**src/rtl/parity_frame_checker_v.sv**
```systemverilog
// ---------------------------------------------------------------------------
// parity_frame_checker_v
//
// Receives a serial frame of FRAME_LEN data bits followed by one parity bit.
// It computes the expected parity over the data bits and compares it with the
// received parity bit. When the parity bit has been taken, it reports the
// expected parity and a mismatch flag. Both values stay registered until the
// next completed frame or a reset.
//
// Parameters
//   FRAME_LEN  : data bits per frame (1..255)
//   PARITY_ODD : 0 = even parity, 1 = odd parity
//
// Ports
//   i_clk   : clock, all state changes on the rising edge
//   i_rst   : synchronous active-high reset
//   i_start : opens a new frame (also aborts and restarts an open frame)
//   i_valid : qualifies i_bit
//   i_bit   : serial data / parity bit
//   o_ready : a bit is accepted this cycle if i_valid is high (DATA, PARITY)
//   o_busy  : a frame is open (DATA, PARITY)
//   o_done  : one-cycle completion pulse (DONE state)
//   o_par   : expected parity bit of the last completed frame
//   o_err   : parity mismatch of the last completed frame
// ---------------------------------------------------------------------------
module parity_frame_checker_v #(
    parameter int FRAME_LEN  = 8,
    parameter int PARITY_ODD = 0
) (
    input  logic i_clk,
    input  logic i_rst,
    input  logic i_start,
    input  logic i_valid,
    input  logic i_bit,
    output logic o_ready,
    output logic o_busy,
    output logic o_done,
    output logic o_par,
    output logic o_err
);

    // The counter must be able to hold the value FRAME_LEN itself.
    localparam int              CNT_W    = $clog2(FRAME_LEN + 1);
    localparam logic [CNT_W-1:0] LAST_CNT = CNT_W'(FRAME_LEN);
    localparam logic            PAR_INIT = (PARITY_ODD != 0);

    typedef enum logic [1:0] {
        IDLE,
        DATA,
        PARITY,
        DONE
    } state_t;

    state_t           state;
    state_t           state_n;
    logic [CNT_W-1:0] cnt;
    logic [CNT_W-1:0] cnt_n;
    logic [CNT_W-1:0] cnt_inc;
    logic             run_par;
    logic             run_par_n;
    logic             par_q;
    logic             par_n;
    logic             err_q;
    logic             err_n;
    logic             frame_open;

    // State and datapath registers; reset wins over every other input.
    always_ff @(posedge i_clk) begin
        if (i_rst) begin
            state   <= IDLE;
            cnt     <= '0;
            run_par <= 1'b0;
            par_q   <= 1'b0;
            err_q   <= 1'b0;
        end else begin
            state   <= state_n;
            cnt     <= cnt_n;
            run_par <= run_par_n;
            par_q   <= par_n;
            err_q   <= err_n;
        end
    end

    // Next-state and datapath logic. A start request takes precedence in every
    // state: it (re)opens a frame and drops any bit presented in the same cycle.
    // Holding all values by default gives the stall behaviour for i_valid=0.
    always_comb begin
        state_n   = state;
        cnt_n     = cnt;
        run_par_n = run_par;
        par_n     = par_q;
        err_n     = err_q;
        cnt_inc   = cnt + 1'b1;

        if (i_start) begin
            state_n   = DATA;
            cnt_n     = '0;
            run_par_n = PAR_INIT;
        end else begin
            unique case (state)
                IDLE: begin
                    state_n = IDLE;
                end
                DATA: begin
                    if (i_valid) begin
                        run_par_n = run_par ^ i_bit;
                        cnt_n     = cnt_inc;
                        if (cnt_inc == LAST_CNT) begin
                            state_n = PARITY;
                        end
                    end
                end
                PARITY: begin
                    if (i_valid) begin
                        par_n   = run_par;
                        err_n   = run_par ^ i_bit;
                        state_n = DONE;
                    end
                end
                DONE: begin
                    state_n = IDLE;
                end
                default: begin
                    state_n = IDLE;
                end
            endcase
        end
    end

    // Handshake and status outputs are pure decodes of the registered state.
    assign frame_open = (state == DATA) || (state == PARITY);
    assign o_ready    = frame_open;
    assign o_busy     = frame_open;
    assign o_done     = (state == DONE);
    assign o_par      = par_q;
    assign o_err      = err_q;

endmodule

```
**config.mk**
```make
export PLATFORM = sky130hd
export DESIGN_NAME = parity_frame_checker_v
export DESIGN_NICKNAME = d
export VERILOG_FILES = /design/src/rtl/parity_frame_checker_v.sv
export SDC_FILE = /design/constraint.sdc
export NUM_CORES = 1
export LEC_CHECK = 0
export BUFFER_PORTS_ARGS = -buffer_cell sky130_fd_sc_hd__buf_2
export CORE_MARGIN = 1
export CORE_UTILIZATION = 25
export CTS_CLUSTER_SIZE = 14
export DETAILED_ROUTE_END_ITERATION = 6
export PLACE_DENSITY_LB_ADDON = 0.1
export SETUP_SLACK_MARGIN = 0.4
export SYNTH_ARGS = -nofsm -noshare
export SYNTH_HDL_FRONTEND = slang
export SYNTH_SLANG_ARGS = --single-unit
```
**constraint.sdc**
```tcl
create_clock -name i_clk -period 1.6 [get_ports i_clk]
set_input_delay 0.32 -clock i_clk [delete_from_list [all_inputs] [get_ports i_clk]]
set_output_delay 0.32 -clock i_clk [all_outputs]
set_load 0.1 [all_outputs]
```
## Word-level counts from Yosys, hierarchy flattened

Index checks and enable logic that the tools add are counted.

| storage, ports and cells | value |
|---|---|
| input bits | 5 |
| register bits | 9 |
| word-level logic and storage cells | 32 |
| output and inout port bits | 5 |

| cells by class | value |
|---|---|
| muxes and demuxes | 5 |
| add/subtract/negate cells | 1 |
| reduce and logical (&&, ||, !) cells | 8 |
| bitwise gates (word level) | 2 |
| equal/unequal tests | 10 |

Operators with widths:

| kind | count |
|---|---|
| 3-bit inequality test, second input constant | 3 |
| 3-bit AND reduction | 3 |
| 2-bit 2-to-1 mux | 3 |
| 2-bit inequality test, second input constant | 3 |
| 2-bit one-hot mux with 3 select lines | 1 |
| 4-bit by 1-bit adder with 4-bit output, second input constant | 1 |
| 2-bit == test, second input constant | 2 |
| 4-bit == test, second input constant | 1 |
| 2-bit OR reduction | 2 |
| 2-bit by 1-bit == test with 1-bit output, second input constant | 1 |
| 2-bit zero test | 1 |
| 2-bit AND reduction | 1 |
| 1-bit logical OR | 1 |
| 1-bit 2-to-1 mux | 1 |
| 1-bit NOT | 1 |
| 1-bit XOR | 1 |

## Depth between registers and ports, before layout

| logic depth | value |
|---|---|
| word-level depth | 6 |
| mapped depth | 6 |
| mapped depth without buffers | 6 |

## Least setup slack after synthesis

Ideal clock, no wire load.

| timing | value |
|---|---|
| path kind | register to output |
| start | register state[0] |
| end | output port o_ready |
| setup slack | -0.445 ns |
| data required time | 1.280 ns |
| stages on the path, launching flop included | 5 |
| arrival time | 1.725 ns |
| path buffers | 1 |
| cells stage by stage | dfxtp_1 inv_1 ha_1 inv_1 buf_4 |

| on the way | value |
|---|---|
| longest elaborated chain between the ends | 2 |
| elaborated cells between the ends (all ways) | 3 |
| classes of those cells | eq/ne: 2; reduce/logical: 1 |

RTL lines:

| element | RTL line | text |
|---|---|---|
| start, declared | 54 | `state_t state;` |
| start signal, assigned | 76 | `state <= state_n;` |
| 2-bit by 1-bit == test with 1-bit output / 2-bit == test (equally long branches) | 131 | `assign frame_open = (state == DATA) \|\| (state == PARITY);` |
| 1-bit logical OR (*) | 131 |  |
| end, declared | 35 | `output logic o_ready,` |

Mark *: on every way between the ends. The rest lies on a longest branch, timed or not.

## Worst setup path in the final report

Ends and elaborated chain as after synthesis.

==> results.json <==
{
  "grt_most_used_layer": "met2",
  "worstPathRequired_ns": 1.28,
  "synth_top_area_share_pct": 37.9,
  "numCtsBuffers": 3,
  "critPathMaxFanout": 2,
  "nets": 82,
  "avgSynthCellArea_sq_um": 8.64,
  "synth_top_family_by_area": "simple AND/OR/NAND/NOR gates",
  "clock_sinks": 9,
  "p_sw_mw": 0.237,
  "die_h_um": 45.6,
  "rsz0062_at_grt": "yes",
  "async_reset_ff_share_pct": 0,
  "drt-total-wl_um": 997,
  "place_area_sq_um": 591,
  "reg2reg_from": "state[0]",
  "io_buffers": 9,
  "r2r-end": "state[0]",
  "cts_tree": "built",
  "grt_pass1_vias": 385,
  "synth-simple-area-share_pct": 20.8,
  "num_vias": 431,
  "cts_max_level": 1,
  "crit_family": "flip-flops",
  "gp_congestion": 0.676,
  "n_antenna_cell": 0,
  "swShare_pct": 35.4,
  "hold_viol_final": 0,
  "leakagePower_nw": 0.308,
  "synth_cell_types": 22,
  "end_kind": "output port",
  "synthAdderAreaFrac_pct": 10.5,
  "worst_pin_slew_ns": 0.308,
  "placedCellCount": 87,
  "ys_ff_latch": 9,
  "dieWidth_um": 45.6,
  "use_met2_pct": 17.4,
  "final_cell_area_sq_um": 757,
  "fin_util_pct": 43.4,
  "synth-main-ff-cell": "dfxtp_1",
  "rows": 15,
  "p_per_area_mw_per_mm2": 886,
  "cts_buffer_depth": 2,
  "ff2ff_path_depth": 6,
  "num_io_pins": 10,
  "hold_path_depth": 2,
  "drtAntennaViolNets": 0,
  "use_met1_pct": 12.3,
  "wire_per_inst_um": 10.3,
  "hold_buffers": 0,
  "synth_seq_area_share_pct": 37.9,
  "syn_inst": 55,
  "syn-cell-area_sq_um": 475,
  "comb_power_share_pct": 38.0,
  "insertion_delay_ns": 0.26,
  "hp-class": "input port to register",
  "antenna_found_initial": 0,
  "synth_top_area_cell": "dfxtp_1",
  "synth_xor_xnor_area_share_pct": 9.21,
  "slew_headroom_pct": 79.4,
  "critical_path.slowest_cell": "dfxtp_2",
  "grt_max_degree": 8,
  "setup.worst_path.start": "state[0]",
  "core_region_area_sq_mm": 0.00175,
  "post-dp-hpwl_um": 681,
  "fin_crit_ns": 1.53,
  "drc": 0,
  "synth-edff-count": 0,
  "min_period_over_period_pct": 95.6,
  "timing.hold.ws_ns": 0.259,
  "use_met3_pct": 7.54,
  "grt_first_pass_wirelength_mm": 1.59,
  "maxSlewViolCount": 0,
  "clock.fmax_ghz": 0.654,
  "via_per_inst": 4.44,
  "path_cells": "inv_2 -> ha_4 -> clkinvlp_4 -> buf_12",
  "layout.cells.non_filler": 97,
  "setup_viol": 0,
  "drive_gt1_share_pct": 45.8,
  "first_pass_iters": 4,
  "root_buffer": "clkbuf_4",
  "gr-usage-all-layers_pct": 11.7,
  "dieArea_sq_mm": 0.00208,
  "clkPwrFrac_pct": 26.3,
  "synth_warnings": 0,
  "status": "finished clean",
  "yosysMostFrequentCell": "dfxtp_1",
  "area_growth_pct": 59.2,
  "synthTopCellsByArea": "dfxtp_1, ha_1, xor2_1, nand3_1, nor2_1",
  "worst_setup_path_start_kind": "register",
  "worstSetupPathType": "register to output port",
  "reg2reg_slack_ns": 0.26,
  "setup_slack_ns": 0.0700,
  "syn_nets": 64,
  "drtIter0Drc": 2,
  "hp-start": "i_rst",
  "cp.arrival_ns": 1.21,
  "worstPathBufferInverterCount": 3,
  "synthTopCellsByCount": "dfxtp_1, nor2_1, nand3_1",
  "synth_compound_area_share_pct": 13.9,
  "grt_overflow": 0,
  "start_util_pct": 27.2,
  "clock_skew_ns": 0.00197,
  "cts.clk_slew.worst_paths_ns": 0.06,
  "ir_drop_mv": 0.464,
  "p_int_mw": 0.434,
  "dp_slack_ns": 0.204,
  "min_to": "o_par",
  "max_stage_delay_ns": 0.34,
  "maxCapViolCount": 0,
  "seq_power_share_pct": 35.8,
  "synthMuxAreaShare_pct": 2.11
}
area by class of cell:
| class | count | area, sq um |
|---|---|---|
| tap | 25 | 31.3 |
| sequential | 9 | 185 |
| fill | 181 | 988 |
| inverter | 4 | 18.8 |
| clock buffer | 3 | 22.5 |
| clock inverter | 1 | 5.00 |
| timing repair buffer | 15 | 163 |
| multi-input combinational | 40 | 332 |
cell usage in the layout (no fill, tap or decap), drive strengths merged:
cell / n
clkbuf: 3
inv: 3
a21o: 1
xor2: 4
nand3: 5
mux2i: 1
nand2: 3
nand3b: 1
a211oi: 2
o21ai: 2
buf: 15
nor2: 6
o211a: 1
nor3b: 1
o41ai: 1
xnor2: 1
or2: 2
clkinv: 1
clkinvlp: 1
dfxtp: 9
a21oi: 3
or3: 2
ha: 4
stage by stage:
step | setup TNS, ns | power [mW]
after floorplan | -0.141 | 0.403
after global placement | 0 | 0.448
after detailed placement | 0 | 0.447
after CTS | 0 | 0.673
after global routing | 0 | 0.715
final | 0 | 0.671
state kept, by name (all words and copies together) (netlist names):
register,count
cnt,4
o_err,1
o_par,1
state,2
run_par,1
metal layers:
metal,vias up,share of wire [%]
met2,8,47
li1,220,-
met1,201,45
met4,0,2.3
met5,-,0
met3,2,5.7
cell families (layout without fill, tap and decap cells):
| group | count (synthesis) | after routing |
|---|---|---|
| multiplexers | 1 | 1 |
| adder cells (fa/ha/maj) | 4 | 4 |
| flip-flops | 9 | 9 |
| AO/OA/AOI/OAI | 10 | 10 |
| AND/OR/NAND/NOR | 20 | 20 |
| buffers and inverters | 6 | 23 |
| XOR/XNOR | 5 | 5 |
worst register-to-register path, stage by stage (launching register included):
cell      delay (ns)
dfxtp_2         0.32
buf_4           0.13
buf_6           0.12
ha_4            0.17
or3_1           0.36
o41ai_2         0.06
a211oi_1        0.07
power by group through the flow:
stage	registers (mW)	clock network [mW]	logic [mW]
4_1_cts	0.240	0.188	0.246
2_1_floorplan	0.246	0	0.157
3_3_place_gp	0.245	0	0.203
5_1_grt	0.241	0.205	0.269
6_report	0.240	0.176	0.255
3_5_place_dp	0.245	0	0.202
how the worst max path moves through the flow:
stage          endpoint  cells after the start
2_1_floorplan   o_ready                      4
3_3_place_gp   state[0]                      5
3_5_place_dp     cnt[3]                      5
4_1_cts          o_busy                      4
5_1_grt          o_busy                      4
6_report        o_ready                      4
what timing repair did:
item	in CTS	in global routing
endpoints found under the hold margin	0	0
resized for setup	16	6
gates cloned	0	0
pin swaps	6	3
setup endpoints to repair	8	11
buffers inserted	6	0
No activity file was read; power rests on OpenSTA's default activity.
